==> config.mk <==
export PLATFORM = sky130hd
export DESIGN_NAME = idex_operand_stage_flat
export DESIGN_NICKNAME = d
export VERILOG_FILES = /design/src/rtl/idex_operand_stage_if.sv /design/src/rtl/idex_operand_stage.sv /design/src/flat_wrapper.sv
export SDC_FILE = /design/constraint.sdc
export NUM_CORES = 1
export LEC_CHECK = 0
export CORE_MARGIN = 2
export CORE_UTILIZATION = 42
export CTS_CLUSTER_DIAMETER = 100
export CTS_CLUSTER_SIZE = 20
export DETAILED_ROUTE_END_ITERATION = 12
export PLACE_DENSITY = 0.81
export SYNTH_ARGS = -nofsm -noshare
export SYNTH_HDL_FRONTEND = slang
export SYNTH_SLANG_ARGS = --single-unit
==> constraint.sdc <==
create_clock -name clk -period 4.85 [get_ports clk]
set_clock_uncertainty 0.1 [all_clocks]
set_input_delay 0.97 -clock clk [delete_from_list [all_inputs] [get_ports clk]]
set_output_delay 0.97 -clock clk [all_outputs]
set_load 0.02 [all_outputs]
==> src/rtl/idex_operand_stage_if.sv <==
// ID/EX operand stage bundle: decode-side request, forwarding taps, and ALU-side outputs.
// The stage itself connects through the slave modport; the decode/execute side uses master.
interface idex_operand_stage_if #(
  parameter int BIT_WIDTH = 32
);
  logic                 in_valid;
  logic                 in_ready;
  logic [BIT_WIDTH-1:0] in_pc;
  logic [BIT_WIDTH-1:0] in_imm;
  logic [4:0]           in_rs1_addr;
  logic [4:0]           in_rs2_addr;
  logic [4:0]           in_rd_addr;
  logic [BIT_WIDTH-1:0] in_rs1_data;
  logic [BIT_WIDTH-1:0] in_rs2_data;
  logic [3:0]           in_alu_ctrl;
  logic                 in_a_sel;
  logic                 in_b_sel;
  logic                 in_rd_we;
  logic                 in_is_load;
  logic                 flush;
  logic                 ex_ready;
  logic                 fwd_mem_we;
  logic                 fwd_mem_is_load;
  logic [4:0]           fwd_mem_rd;
  logic [BIT_WIDTH-1:0] fwd_mem_data;
  logic                 fwd_wb_we;
  logic [4:0]           fwd_wb_rd;
  logic [BIT_WIDTH-1:0] fwd_wb_data;
  logic                 out_valid;
  logic [BIT_WIDTH-1:0] alu_a;
  logic [BIT_WIDTH-1:0] alu_b;
  logic [3:0]           alu_ctrl;
  logic [4:0]           out_rd_addr;
  logic                 out_rd_we;
  logic                 out_is_load;
  logic [BIT_WIDTH-1:0] out_store_data;

  modport slave (
    input  in_valid, in_pc, in_imm, in_rs1_addr, in_rs2_addr, in_rd_addr,
           in_rs1_data, in_rs2_data, in_alu_ctrl, in_a_sel, in_b_sel,
           in_rd_we, in_is_load, flush, ex_ready,
           fwd_mem_we, fwd_mem_is_load, fwd_mem_rd, fwd_mem_data,
           fwd_wb_we, fwd_wb_rd, fwd_wb_data,
    output in_ready, out_valid, alu_a, alu_b, alu_ctrl,
           out_rd_addr, out_rd_we, out_is_load, out_store_data
  );

  modport master (
    output in_valid, in_pc, in_imm, in_rs1_addr, in_rs2_addr, in_rd_addr,
           in_rs1_data, in_rs2_data, in_alu_ctrl, in_a_sel, in_b_sel,
           in_rd_we, in_is_load, flush, ex_ready,
           fwd_mem_we, fwd_mem_is_load, fwd_mem_rd, fwd_mem_data,
           fwd_wb_we, fwd_wb_rd, fwd_wb_data,
    input  in_ready, out_valid, alu_a, alu_b, alu_ctrl,
           out_rd_addr, out_rd_we, out_is_load, out_store_data
  );
endinterface

==> src/rtl/idex_operand_stage.sv <==
// ID/EX register stage: MEM/WB operand forwarding, load-use stall, flush, and
// registered ALU operands with rd/store-data side-band for the execute stage.
module idex_operand_stage #(
  parameter int BIT_WIDTH = 32
) (
  input  logic                  clk,
  input  logic                  rst,
  idex_operand_stage_if.slave   bus
);
  typedef logic [BIT_WIDTH-1:0] word_t;

  // MEM wins over WB; a MEM load has no data yet, so it is never a forward source.
  function automatic word_t fwd_sel(
    input logic [4:0] r,
    input word_t      rf_data,
    input logic       mem_we,
    input logic       mem_ld,
    input logic [4:0] mem_rd,
    input word_t      mem_data,
    input logic       wb_we,
    input logic [4:0] wb_rd,
    input word_t      wb_data
  );
    word_t v;
    if (r == 5'd0)                                v = '0;
    else if (mem_we && !mem_ld && mem_rd == r)    v = mem_data;
    else if (wb_we && wb_rd == r)                 v = wb_data;
    else                                          v = rf_data;
    return v;
  endfunction

  logic       out_valid_q, out_valid_d;
  word_t      alu_a_q, alu_a_d;
  word_t      alu_b_q, alu_b_d;
  logic [3:0] alu_ctrl_q, alu_ctrl_d;
  logic [4:0] rd_addr_q, rd_addr_d;
  logic       rd_we_q, rd_we_d;
  logic       is_load_q, is_load_d;
  word_t      store_data_q, store_data_d;

  word_t rs1_fwd, rs2_fwd;
  logic  hazard, in_ready, accept;

  always_comb begin
    rs1_fwd = fwd_sel(bus.in_rs1_addr, bus.in_rs1_data, bus.fwd_mem_we, bus.fwd_mem_is_load,
                      bus.fwd_mem_rd, bus.fwd_mem_data, bus.fwd_wb_we, bus.fwd_wb_rd,
                      bus.fwd_wb_data);
    rs2_fwd = fwd_sel(bus.in_rs2_addr, bus.in_rs2_data, bus.fwd_mem_we, bus.fwd_mem_is_load,
                      bus.fwd_mem_rd, bus.fwd_mem_data, bus.fwd_wb_we, bus.fwd_wb_rd,
                      bus.fwd_wb_data);

    // rs2 counts as used even for immediate forms; costs a rare extra stall.
    hazard = bus.in_valid && bus.fwd_mem_we && bus.fwd_mem_is_load && (bus.fwd_mem_rd != 5'd0)
             && (((bus.fwd_mem_rd == bus.in_rs1_addr) && !bus.in_a_sel)
                 || (bus.fwd_mem_rd == bus.in_rs2_addr));

    in_ready = !bus.flush && !hazard && (!out_valid_q || bus.ex_ready);
    accept   = bus.in_valid && in_ready;

    out_valid_d  = out_valid_q;
    alu_a_d      = alu_a_q;
    alu_b_d      = alu_b_q;
    alu_ctrl_d   = alu_ctrl_q;
    rd_addr_d    = rd_addr_q;
    rd_we_d      = rd_we_q;
    is_load_d    = is_load_q;
    store_data_d = store_data_q;

    if (bus.flush) begin
      out_valid_d = 1'b0;
    end else if (accept) begin
      out_valid_d  = 1'b1;
      alu_a_d      = bus.in_a_sel ? bus.in_pc  : rs1_fwd;
      alu_b_d      = bus.in_b_sel ? bus.in_imm : rs2_fwd;
      alu_ctrl_d   = bus.in_alu_ctrl;
      rd_addr_d    = bus.in_rd_addr;
      rd_we_d      = bus.in_rd_we;
      is_load_d    = bus.in_is_load;
      store_data_d = rs2_fwd;
    end else if (out_valid_q && bus.ex_ready) begin
      out_valid_d = 1'b0;
    end
  end

  always_ff @(posedge clk or posedge rst) begin
    if (rst) begin
      out_valid_q  <= 1'b0;
      alu_a_q      <= '0;
      alu_b_q      <= '0;
      alu_ctrl_q   <= 4'b0000;
      rd_addr_q    <= 5'd0;
      rd_we_q      <= 1'b0;
      is_load_q    <= 1'b0;
      store_data_q <= '0;
    end else begin
      out_valid_q  <= out_valid_d;
      alu_a_q      <= alu_a_d;
      alu_b_q      <= alu_b_d;
      alu_ctrl_q   <= alu_ctrl_d;
      rd_addr_q    <= rd_addr_d;
      rd_we_q      <= rd_we_d;
      is_load_q    <= is_load_d;
      store_data_q <= store_data_d;
    end
  end

  assign bus.in_ready       = in_ready;
  assign bus.out_valid      = out_valid_q;
  assign bus.alu_a          = alu_a_q;
  assign bus.alu_b          = alu_b_q;
  assign bus.alu_ctrl       = alu_ctrl_q;
  assign bus.out_rd_addr    = rd_addr_q;
  assign bus.out_rd_we      = rd_we_q;
  assign bus.out_is_load    = is_load_q;
  assign bus.out_store_data = store_data_q;
endmodule
==> src/flat_wrapper.sv <==
// flat-port wrapper written by rule: the top's interface ports become plain ports
module idex_operand_stage_flat 
#(
  parameter int BIT_WIDTH = 32
)
  (clk, rst, bus_in_valid, bus_in_pc, bus_in_imm, bus_in_rs1_addr, bus_in_rs2_addr, bus_in_rd_addr, bus_in_rs1_data, bus_in_rs2_data, bus_in_alu_ctrl, bus_in_a_sel, bus_in_b_sel, bus_in_rd_we, bus_in_is_load, bus_flush, bus_ex_ready, bus_fwd_mem_we, bus_fwd_mem_is_load, bus_fwd_mem_rd, bus_fwd_mem_data, bus_fwd_wb_we, bus_fwd_wb_rd, bus_fwd_wb_data, bus_in_ready, bus_out_valid, bus_alu_a, bus_alu_b, bus_alu_ctrl, bus_out_rd_addr, bus_out_rd_we, bus_out_is_load, bus_out_store_data);
  idex_operand_stage_if #(.BIT_WIDTH(BIT_WIDTH)) bus_i ();
  input  logic clk;
  input  logic rst;
  input wire logic [$bits(bus_i.in_valid)-1:0] bus_in_valid;
  input wire logic [$bits(bus_i.in_pc)-1:0] bus_in_pc;
  input wire logic [$bits(bus_i.in_imm)-1:0] bus_in_imm;
  input wire logic [$bits(bus_i.in_rs1_addr)-1:0] bus_in_rs1_addr;
  input wire logic [$bits(bus_i.in_rs2_addr)-1:0] bus_in_rs2_addr;
  input wire logic [$bits(bus_i.in_rd_addr)-1:0] bus_in_rd_addr;
  input wire logic [$bits(bus_i.in_rs1_data)-1:0] bus_in_rs1_data;
  input wire logic [$bits(bus_i.in_rs2_data)-1:0] bus_in_rs2_data;
  input wire logic [$bits(bus_i.in_alu_ctrl)-1:0] bus_in_alu_ctrl;
  input wire logic [$bits(bus_i.in_a_sel)-1:0] bus_in_a_sel;
  input wire logic [$bits(bus_i.in_b_sel)-1:0] bus_in_b_sel;
  input wire logic [$bits(bus_i.in_rd_we)-1:0] bus_in_rd_we;
  input wire logic [$bits(bus_i.in_is_load)-1:0] bus_in_is_load;
  input wire logic [$bits(bus_i.flush)-1:0] bus_flush;
  input wire logic [$bits(bus_i.ex_ready)-1:0] bus_ex_ready;
  input wire logic [$bits(bus_i.fwd_mem_we)-1:0] bus_fwd_mem_we;
  input wire logic [$bits(bus_i.fwd_mem_is_load)-1:0] bus_fwd_mem_is_load;
  input wire logic [$bits(bus_i.fwd_mem_rd)-1:0] bus_fwd_mem_rd;
  input wire logic [$bits(bus_i.fwd_mem_data)-1:0] bus_fwd_mem_data;
  input wire logic [$bits(bus_i.fwd_wb_we)-1:0] bus_fwd_wb_we;
  input wire logic [$bits(bus_i.fwd_wb_rd)-1:0] bus_fwd_wb_rd;
  input wire logic [$bits(bus_i.fwd_wb_data)-1:0] bus_fwd_wb_data;
  output wire logic [$bits(bus_i.in_ready)-1:0] bus_in_ready;
  output wire logic [$bits(bus_i.out_valid)-1:0] bus_out_valid;
  output wire logic [$bits(bus_i.alu_a)-1:0] bus_alu_a;
  output wire logic [$bits(bus_i.alu_b)-1:0] bus_alu_b;
  output wire logic [$bits(bus_i.alu_ctrl)-1:0] bus_alu_ctrl;
  output wire logic [$bits(bus_i.out_rd_addr)-1:0] bus_out_rd_addr;
  output wire logic [$bits(bus_i.out_rd_we)-1:0] bus_out_rd_we;
  output wire logic [$bits(bus_i.out_is_load)-1:0] bus_out_is_load;
  output wire logic [$bits(bus_i.out_store_data)-1:0] bus_out_store_data;
  assign bus_i.in_valid = bus_in_valid;
  assign bus_i.in_pc = bus_in_pc;
  assign bus_i.in_imm = bus_in_imm;
  assign bus_i.in_rs1_addr = bus_in_rs1_addr;
  assign bus_i.in_rs2_addr = bus_in_rs2_addr;
  assign bus_i.in_rd_addr = bus_in_rd_addr;
  assign bus_i.in_rs1_data = bus_in_rs1_data;
  assign bus_i.in_rs2_data = bus_in_rs2_data;
  assign bus_i.in_alu_ctrl = bus_in_alu_ctrl;
  assign bus_i.in_a_sel = bus_in_a_sel;
  assign bus_i.in_b_sel = bus_in_b_sel;
  assign bus_i.in_rd_we = bus_in_rd_we;
  assign bus_i.in_is_load = bus_in_is_load;
  assign bus_i.flush = bus_flush;
  assign bus_i.ex_ready = bus_ex_ready;
  assign bus_i.fwd_mem_we = bus_fwd_mem_we;
  assign bus_i.fwd_mem_is_load = bus_fwd_mem_is_load;
  assign bus_i.fwd_mem_rd = bus_fwd_mem_rd;
  assign bus_i.fwd_mem_data = bus_fwd_mem_data;
  assign bus_i.fwd_wb_we = bus_fwd_wb_we;
  assign bus_i.fwd_wb_rd = bus_fwd_wb_rd;
  assign bus_i.fwd_wb_data = bus_fwd_wb_data;
  assign bus_in_ready = bus_i.in_ready;
  assign bus_out_valid = bus_i.out_valid;
  assign bus_alu_a = bus_i.alu_a;
  assign bus_alu_b = bus_i.alu_b;
  assign bus_alu_ctrl = bus_i.alu_ctrl;
  assign bus_out_rd_addr = bus_i.out_rd_addr;
  assign bus_out_rd_we = bus_i.out_rd_we;
  assign bus_out_is_load = bus_i.out_is_load;
  assign bus_out_store_data = bus_i.out_store_data;
  idex_operand_stage #(.BIT_WIDTH(BIT_WIDTH)) u_core (.clk(clk), .rst(rst), .bus(bus_i));
endmodule
Yosys cells after proc, flatten, opt, wreduce, memory -nomap -nowiden
Index checks and enable logic that the tools add are counted.

word-level totals
  register bits = 108
  input port bits = 233
  output and inout bits = 109

operators by class
  equal/unequal tests = 4
  multiplexer cells = 11
  bitwise operators = 1
  reduce and logical (&&, ||, !) cells = 26

operators with widths
  operator           number
  $mux 32            8
  $eq 5x5->1         4
  $logic_and 1x1->1  14
  $logic_not 5->1    2
  $logic_not 1->1    5
  $reduce_bool 5->1  1
  $mux 1             3
  $reduce_bool 3->1  1
  $logic_or 1x1->1   2
  $reduce_and 2->1   1
  $not 1->1          1

Longest topological paths before layout
Gate-level depths: netlist (run 1).

  depth in word-level cells = 10
  gate-level depth with buffers = 9
  mapped depth without buffers = 6

Worst setup path before layout (run 1)
No wires, ideal clock.

  kind = in2out
  start point = in bus_fwd_mem_rd[0]
  end point = out bus_in_ready
  arrival = 1,876 ps
  data required time = 3,780 ps
  path slack = 1,904 ps
  cell stages on the path = 5
  cell sequence = nor2b_1 a2111oi_2 and2_1 o21ai_1 and2_1

between the ends
  longest elaborated chain between the ends = 7
  elaborated cells on any way between the ends = 10
  those cells by class = eq/ne (2); reduce/logical (8)

ends and longest elaborated chain
  element                            RTL line                  text
  start: declaration                 flat_wrapper.sv:27        input wire logic [$bits(bus_i.fwd_mem_rd)-1:0] bus_fwd_mem_rd;
  $eq 5x5->1                         idex_operand_stage.sv:54  && (((bus.fwd_mem_rd == bus.in_rs1_addr) && !bus.in_a_sel)
  $logic_and 1x1->1                  idex_operand_stage.sv:54
  $logic_or 1x1->1                   idex_operand_stage.sv:55  || (bus.fwd_mem_rd == bus.in_rs2_addr));
  $logic_and 1x1->1 *                idex_operand_stage.sv:54
  $logic_not 1->1 *                  idex_operand_stage.sv:57  in_ready = !bus.flush && !hazard && (!out_valid_q || bus.ex_ready);
  $logic_and 1x1->1 * (2 in series)  idex_operand_stage.sv:57
  end: declaration                   flat_wrapper.sv:32        output wire logic [$bits(bus_i.in_ready)-1:0] bus_in_ready;

Mark *: on every way between the ends. The rest lies on a longest branch, timed or not.

Worst setup path in the final report (run 1)
Same ends and word-level chain as after synthesis.

==> impl_metrics.json, run 1 <==
{
  "synth_top_cell_area_share_pct": 38.4,
  "vias_per_cell": 5.75,
  "max_freq_mhz": 246,
  "dieArea_um2": 17800,
  "avgRoutedWirePerCell_um": 21.1,
  "rr_worst_depth": 4,
  "grt_max_degree": 65,
  "gp_congestion": 0.919,
  "final-hold-violation-count": 0,
  "synth_xor_area_share_pct": 1.87,
  "synth_flop_cell": "dfrtp_1",
  "crit_chain": "clkdlybuf4s50_1 -> nor2b_1 -> a2111oi_2 -> and2_1 -> o21ai_1 -> and2_1 -> clkdlybuf4s50_1",
  "clockBufferDepth": 2,
  "crit_buf_inv": 2,
  "path_class": "in2out",
  "first_pass_iters": 5,
  "nFillCells": 1369,
  "drtIter0Drc": 531,
  "syn_area_per_cell_um2": 9.27,
  "fin_cells": 1281,
  "ys_async_sr_fraction_pct": 100,
  "slowest_delay_ns": 0.53,
  "dp_hpwl_um": 18700,
  "fin_crit_ns": 4.06,
  "rows": 47,
  "post_cts_resized": 0,
  "cts_max_level": 3,
  "synth_top_family_by_area": "compound AO/OA/AOI/OAI gates",
  "crit_family": "buffers and inverters",
  "leakage_nw": 4.52,
  "yosys.area.top_type": "dfrtp_1",
  "synthAdderAreaFrac_pct": 0,
  "io-pin-count": 342,
  "crit_path_end_kind": "output pin",
  "relSlewSlack_pct": 36.8,
  "ys_seq_elements": 108,
  "holdPathEnd": "u_core.bus.out_store_data[18]",
  "final.setup.worst_slack_ns": 0.790,
  "yosys_warnings": 0,
  "post_cts_buffers": 0,
  "grt_antenna_before_repair": 1,
  "overflow": 0,
  "period_share_pct": 83.7,
  "die_y_um": 133,
  "dp.cells": 1265,
  "die_w_um": 133,
  "r2r_start": "u_core.bus.out_valid",
  "cts_made_buffers": 9,
  "syn-num-nets": 991,
  "wirelength_um": 27000,
  "clock_latency_ns": 0.34,
  "yosysUniqueCellTypes": 38,
  "pre_cts_ws_ns": 0.816,
  "finalSetupTns_ns": 0,
  "worst-path-max-fanout": 4,
  "p_per_area_nw_per_um2": 312,
  "synth_mux_area_share_pct": 18.2,
  "startpoint_type": "primary input",
  "dr_total_vias": 7369,
  "rsz0062_at_grt": "no",
  "tightest_slew_ns": 0.948,
  "yosysSeqAreaShare_pct": 38.4,
  "synth-compound-area-share_pct": 21.6,
  "max-cap-violations": 0,
  "yosys-top-cells-area": "dfrtp_1 38%, mux2_2 14%, o311a_1 4.6%",
  "arrival_ns": 2.99,
  "place.port_buffers": 341,
  "nets": 1289,
  "synth_edf_count": 0,
  "holdPathStages": 1,
  "grt_pass1_wl_um": 40500,
  "r2r-end": "u_core.bus.alu_b[15]",
  "route.detailed.drc": 0,
  "synthSimpleGateAreaFrac_pct": 11.1,
  "cts_tree": "done",
  "setup_viol": 0,
  "syn_area_um2": 7030,
  "area_delta_synth_final_pct": 54.9,
  "hold_start": "u_core.bus.out_store_data[18]",
  "worst_hold_path_type": "reg2reg",
  "path_clk_slew_ns": 0.07,
  "reg2reg_slack_ns": 2.43,
  "critPathSlowestCell": "clkdlybuf4s50_1",
  "drive_gt1_share_pct": 14.3,
  "required_ns": 3.78,
  "status": "finished clean",
  "route.antenna.remaining_nets": 0,
  "core_area_um2": 16500,
  "start_util_pct": 42.7,
  "clock-sinks": 108,
  "worst_ir_drop_vdd_mv": 0.177,
  "slew_viol_final": 0,
  "grt_pass1_vias": 7421,
  "clockRootBuffer": "clkbuf_16",
  "synthCells": 758,
  "grt_usage_pct": 29.4,
  "ctsHoldBuffers": 0
}
cells in the final DEF (no fill, tap or decap), types with 10 or more instances in the layout:
master,netlist,final
a211oi_1,32,32
a31oi_1,32,32
buf_4,1,15
clkdlybuf4s50_1,0,339
dfrtp_1,108,108
inv_1,70,69
mux2_2,87,87
mux2_4,19,19
nand2_1,67,66
nor2_1,66,66
nor3_1,34,34
o21ai_0,32,32
o311a_1,32,32
o31ai_1,32,32
o41ai_1,32,32
xnor2_1,10,10
cells in the mapped netlist (2+ instances only):
master	n
nor2b_1	4
nand3_1	2
o31ai_1	32
buf_2	22
o311a_1	32
dfrtp_1	108
nor3_1	34
xor2_1	5
nor2_1	66
buf_6	7
nand2_1	67
clkbuf_1	40
xnor2_1	10
o21ai_0	32
mux2_2	87
inv_1	70
a21oi_1	2
a31oi_1	32
a211oi_1	32
mux2_4	19
a2111oi_2	2
nor4_1	2
a31o_2	2
o41ai_1	32
and2_1	3
and3_1	2
state kept, by name, indices dropped and copies added (netlist names):
name / cells
u_core.bus.alu_a: 32
u_core.bus.out_rd_we: 1
u_core.bus.alu_b: 32
u_core.bus.out_rd_addr: 5
u_core.bus.out_store_data: 32
u_core.bus.alu_ctrl: 4
u_core.bus.out_is_load: 1
u_core.bus.out_valid: 1
area by class of cell:
type | count | area (um2) | area share, %
inverter | 71 | 269 | 2.47
clock inverter | 4 | 97.6 | 0.897
tap | 220 | 275 | 2.53
antenna | 1 | 2.50 | 0.0230
sequential | 108 | 2700 | 24.8
timing repair buffer | 358 | 3560 | 32.7
multi-input combinational | 508 | 3740 | 34.4
clock buffer | 11 | 243 | 2.23
through the flow:
| step | hold slack (ns) | utilization [%] | instance area (um2) | total power [mW] |
|---|---|---|---|---|
| after floorplan | 0.509 | - | 7030 | 1.83 |
| after global placement | 0.373 | 64.0 | 10500 | 2.53 |
| after detailed placement | 0.395 | 64.0 | 10500 | 2.54 |
| after CTS | 0.410 | 66.1 | 10900 | 3.41 |
| after global routing | 0.418 | 66.1 | 10900 | 3.53 |
| final | 0.406 | 66.1 | 10900 | 3.39 |
how the worst max path moves through the flow:
stage | slack [ns] | startpoint | to | cells after the start
after floorplan | 0.93 | rst | u_core.bus.alu_a[0] | 1
after global placement | 0.85 | bus_fwd_mem_rd[0] | bus_in_ready | 7
after detailed placement | 0.82 | bus_fwd_mem_rd[0] | bus_in_ready | 7
after CTS | 0.80 | bus_fwd_mem_rd[0] | bus_in_ready | 7
after global routing | 0.67 | bus_fwd_mem_rd[0] | bus_in_ready | 7
final | 0.79 | bus_fwd_mem_rd[0] | bus_in_ready | 7
metal layers:
layer	track usage, %	wire length [um]	vias up
met3	7.72	2800	85
met2	48.2	12900	453
li1	-	-	3351
met4	15.9	1210	0
met1	35.3	10200	3480
met5	0	0	-
power by group:
| part | switching, mW | total, mW | internal [mW] |
|---|---|---|---|
| combinational | 0.621 | 1.35 | 0.726 |
| sequential | 0.105 | 1.19 | 1.08 |
| clock | 0.338 | 0.855 | 0.517 |
| total | 1.06 | 3.39 | 2.33 |
logic make-up (layout without fill, tap and decap cells):
kind of cell	Yosys count	after routing
AOI/OAI and AO/OA	201	201
buffers and inverters	142	444
DFF	108	108
xor gates and xnor gates	15	15
and+or+nand+nor	185	185
other	0	1
muxes	107	107
Power figures use the tool's default switching activity.
==> inputs of run 2 (changes only) <==
==> constraint.sdc (replaced) <==
create_clock -name clk -period 3.9 [get_ports clk]
set_clock_uncertainty 0.1 [all_clocks]
set_input_delay 0.78 -clock clk [delete_from_list [all_inputs] [get_ports clk]]
set_output_delay 0.78 -clock clk [all_outputs]
set_load 0.02 [all_outputs]
==> run 2 against run 1 <==
Effect of this change: combinational power up 25%; highest routed layer unchanged; cell area up 0.95%; final cell count up 0.70%; global-route usage up 0.43 points; sequential share of layout area down 0.23 points; critical path type unchanged; setup slack worse by 0.60 ns; routed wire length down 0.91%.
==> impl_metrics.json, run 2 (synthesized netlist as in run 1, its figures left out) <==
{
  "final_core_util_pct": 66.7,
  "clockBufferDepth": 2,
  "avgRoutedWirePerCell_um": 20.8,
  "ctsHoldBuffers": 0,
  "hold_slack_ns": 0.406,
  "required_ns": 3.02,
  "holdPathStages": 1,
  "clock-sinks": 108,
  "multiInputGateArea_um2": 3740,
  "grt_max_degree": 65,
  "max_freq_mhz": 270,
  "dr_total_vias": 7438,
  "vias_per_cell": 5.77,
  "globalRouteMet1Util_pct": 35.5,
  "fin_crit_ns": 3.71,
  "period_share_pct": 95.1,
  "gp_congestion": 0.947,
  "relSlewSlack_pct": 48.9,
  "die_w_um": 133,
  "rr_worst_depth": 4,
  "critPathSlowestCell": "clkdlybuf4s50_1",
  "drive_gt1_share_pct": 15.1,
  "die_y_um": 133,
  "crit_buf_inv": 2,
  "grt_busiest_layer": "met2",
  "dieArea_um2": 17800,
  "route.antenna.remaining_nets": 0,
  "start_util_pct": 42.7,
  "drtIter0Drc": 554,
  "core_area_um2": 16500,
  "area_delta_synth_final_pct": 56.3,
  "place.port_buffers": 341,
  "grt_antenna_before_repair": 0,
  "dp.cells": 1274,
  "path_clk_slew_ns": 0.07,
  "seq_area_um2": 2700,
  "wirelength_um": 26800,
  "max-cap-violations": 0,
  "clock_latency_ns": 0.35,
  "final-hold-violation-count": 0,
  "route.detailed.drc": 0,
  "nets": 1298,
  "crit_family": "buffers and inverters",
  "post_cts_buffers": 0,
  "reg2reg_slack_ns": 1.72,
  "nFillCells": 1327,
  "p_per_area_nw_per_um2": 375,
  "grtUsageMet3_pct": 7.04,
  "rows": 47,
  "crit_chain": "clkdlybuf4s50_1 -> nor2b_1 -> a2111oi_2 -> and2_1 -> o21ai_1 -> and2_1 -> clkdlybuf4s50_1",
  "final.setup.worst_slack_ns": 0.190,
  "grt_pass1_wl_um": 41100,
  "fin_cells": 1290,
  "grt_pass1_vias": 7478,
  "arrival_ns": 2.83,
  "crit_path_end_kind": "output pin",
  "overflow": 0,
  "path_class": "in2out",
  "rsz0062_at_grt": "no",
  "startpoint_type": "primary input",
  "final_cell_mix": "339 x clkdlybuf4s50_1, 108 x dfrtp_1, 87 x mux2_2",
  "layout_commonest_cell": "clkdlybuf4s50_1",
  "leakage_nw": 4.58,
  "worst-path-max-fanout": 4,
  "pre_cts_ws_ns": 0.215,
  "slowest_delay_ns": 0.54,
  "grt_use_met2_pct": 49.8,
  "dp_hpwl_um": 19100,
  "worst_hold_path_type": "reg2reg",
  "worst_ir_drop_vdd_mv": 0.259,
  "slew_viol_final": 0,
  "status": "finished clean",
  "cts_tree": "done",
  "r2r_start": "u_core.bus.out_valid",
  "finalSetupTns_ns": 0,
  "n_antenna_cell": 0,
  "io-pin-count": 342,
  "holdPathEnd": "u_core.bus.alu_b[18]",
  "hold_start": "u_core.bus.alu_b[18]",
  "setup_viol": 0,
  "first_pass_iters": 5,
  "tightest_slew_ns": 0.766,
  "cts_made_buffers": 9,
  "post_cts_resized": 0,
  "clockRootBuffer": "clkbuf_16",
  "r2r-end": "u_core.bus.out_store_data[10]",
  "cts_max_level": 3,
  "grt_usage_pct": 29.8
}
-- run 2: cell count changes in the layout (fill, tap and decap cells not counted) --
| cell | before | now |
|---|---|---|
| buf_12 | 2 | 8 |
| buf_4 | 15 | 18 |
| bufinv_16 | 3 | 1 |
| clkbuf_8 | 1 | 2 |
| clkinv_2 | 0 | 2 |
| diode_2 | 1 | 0 |
-- run 2: how the worst max path moves through the flow --
| stage | end | from | cells after the start |
|---|---|---|---|
| 6_report | bus_in_ready | bus_fwd_mem_rd[0] | 7 |
| 4_1_cts | bus_in_ready | bus_fwd_mem_rd[0] | 7 |
| 2_1_floorplan | u_core.bus.alu_a[0] | rst | 1 |
| 5_1_grt | bus_in_ready | bus_fwd_mem_rd[0] | 7 |
| 3_3_place_gp | bus_in_ready | bus_fwd_mem_rd[0] | 7 |
| 3_5_place_dp | bus_in_ready | bus_fwd_mem_rd[0] | 7 |
-- run 2: cell type report --
class                   count  area share [%]
repair buffers            367            33.7
clock buffers              12            2.33
clock inverters             4           0.433
inverters                  71            2.45
flip-flops and latches    108            24.6
multi-input cells         508            34.0
well taps                 220            2.50
-- run 2: per-stage QoR --
stage | area [um2] | total power [mW]
6_report | 11000 | 4.12
3_5_place_dp | 10700 | 3.18
4_1_cts | 11000 | 4.14
5_1_grt | 11000 | 4.29
3_3_place_gp | 10700 | 3.15
2_1_floorplan | 7030 | 2.28
-- run 2: metal layers --
layer  vias up  share of wire, %
met1      3558                39
met5         -                 0
met4         0               4.5
li1       3382                 -
met2       419                48
met3        79               9.3
-- run 2: report_power, final --
group	total (mW)	switching, mW	internal [mW]
logic	1.69	0.774	0.914
clock network	0.956	0.424	0.532
registers	1.47	0.125	1.35
total	4.12	1.32	2.79
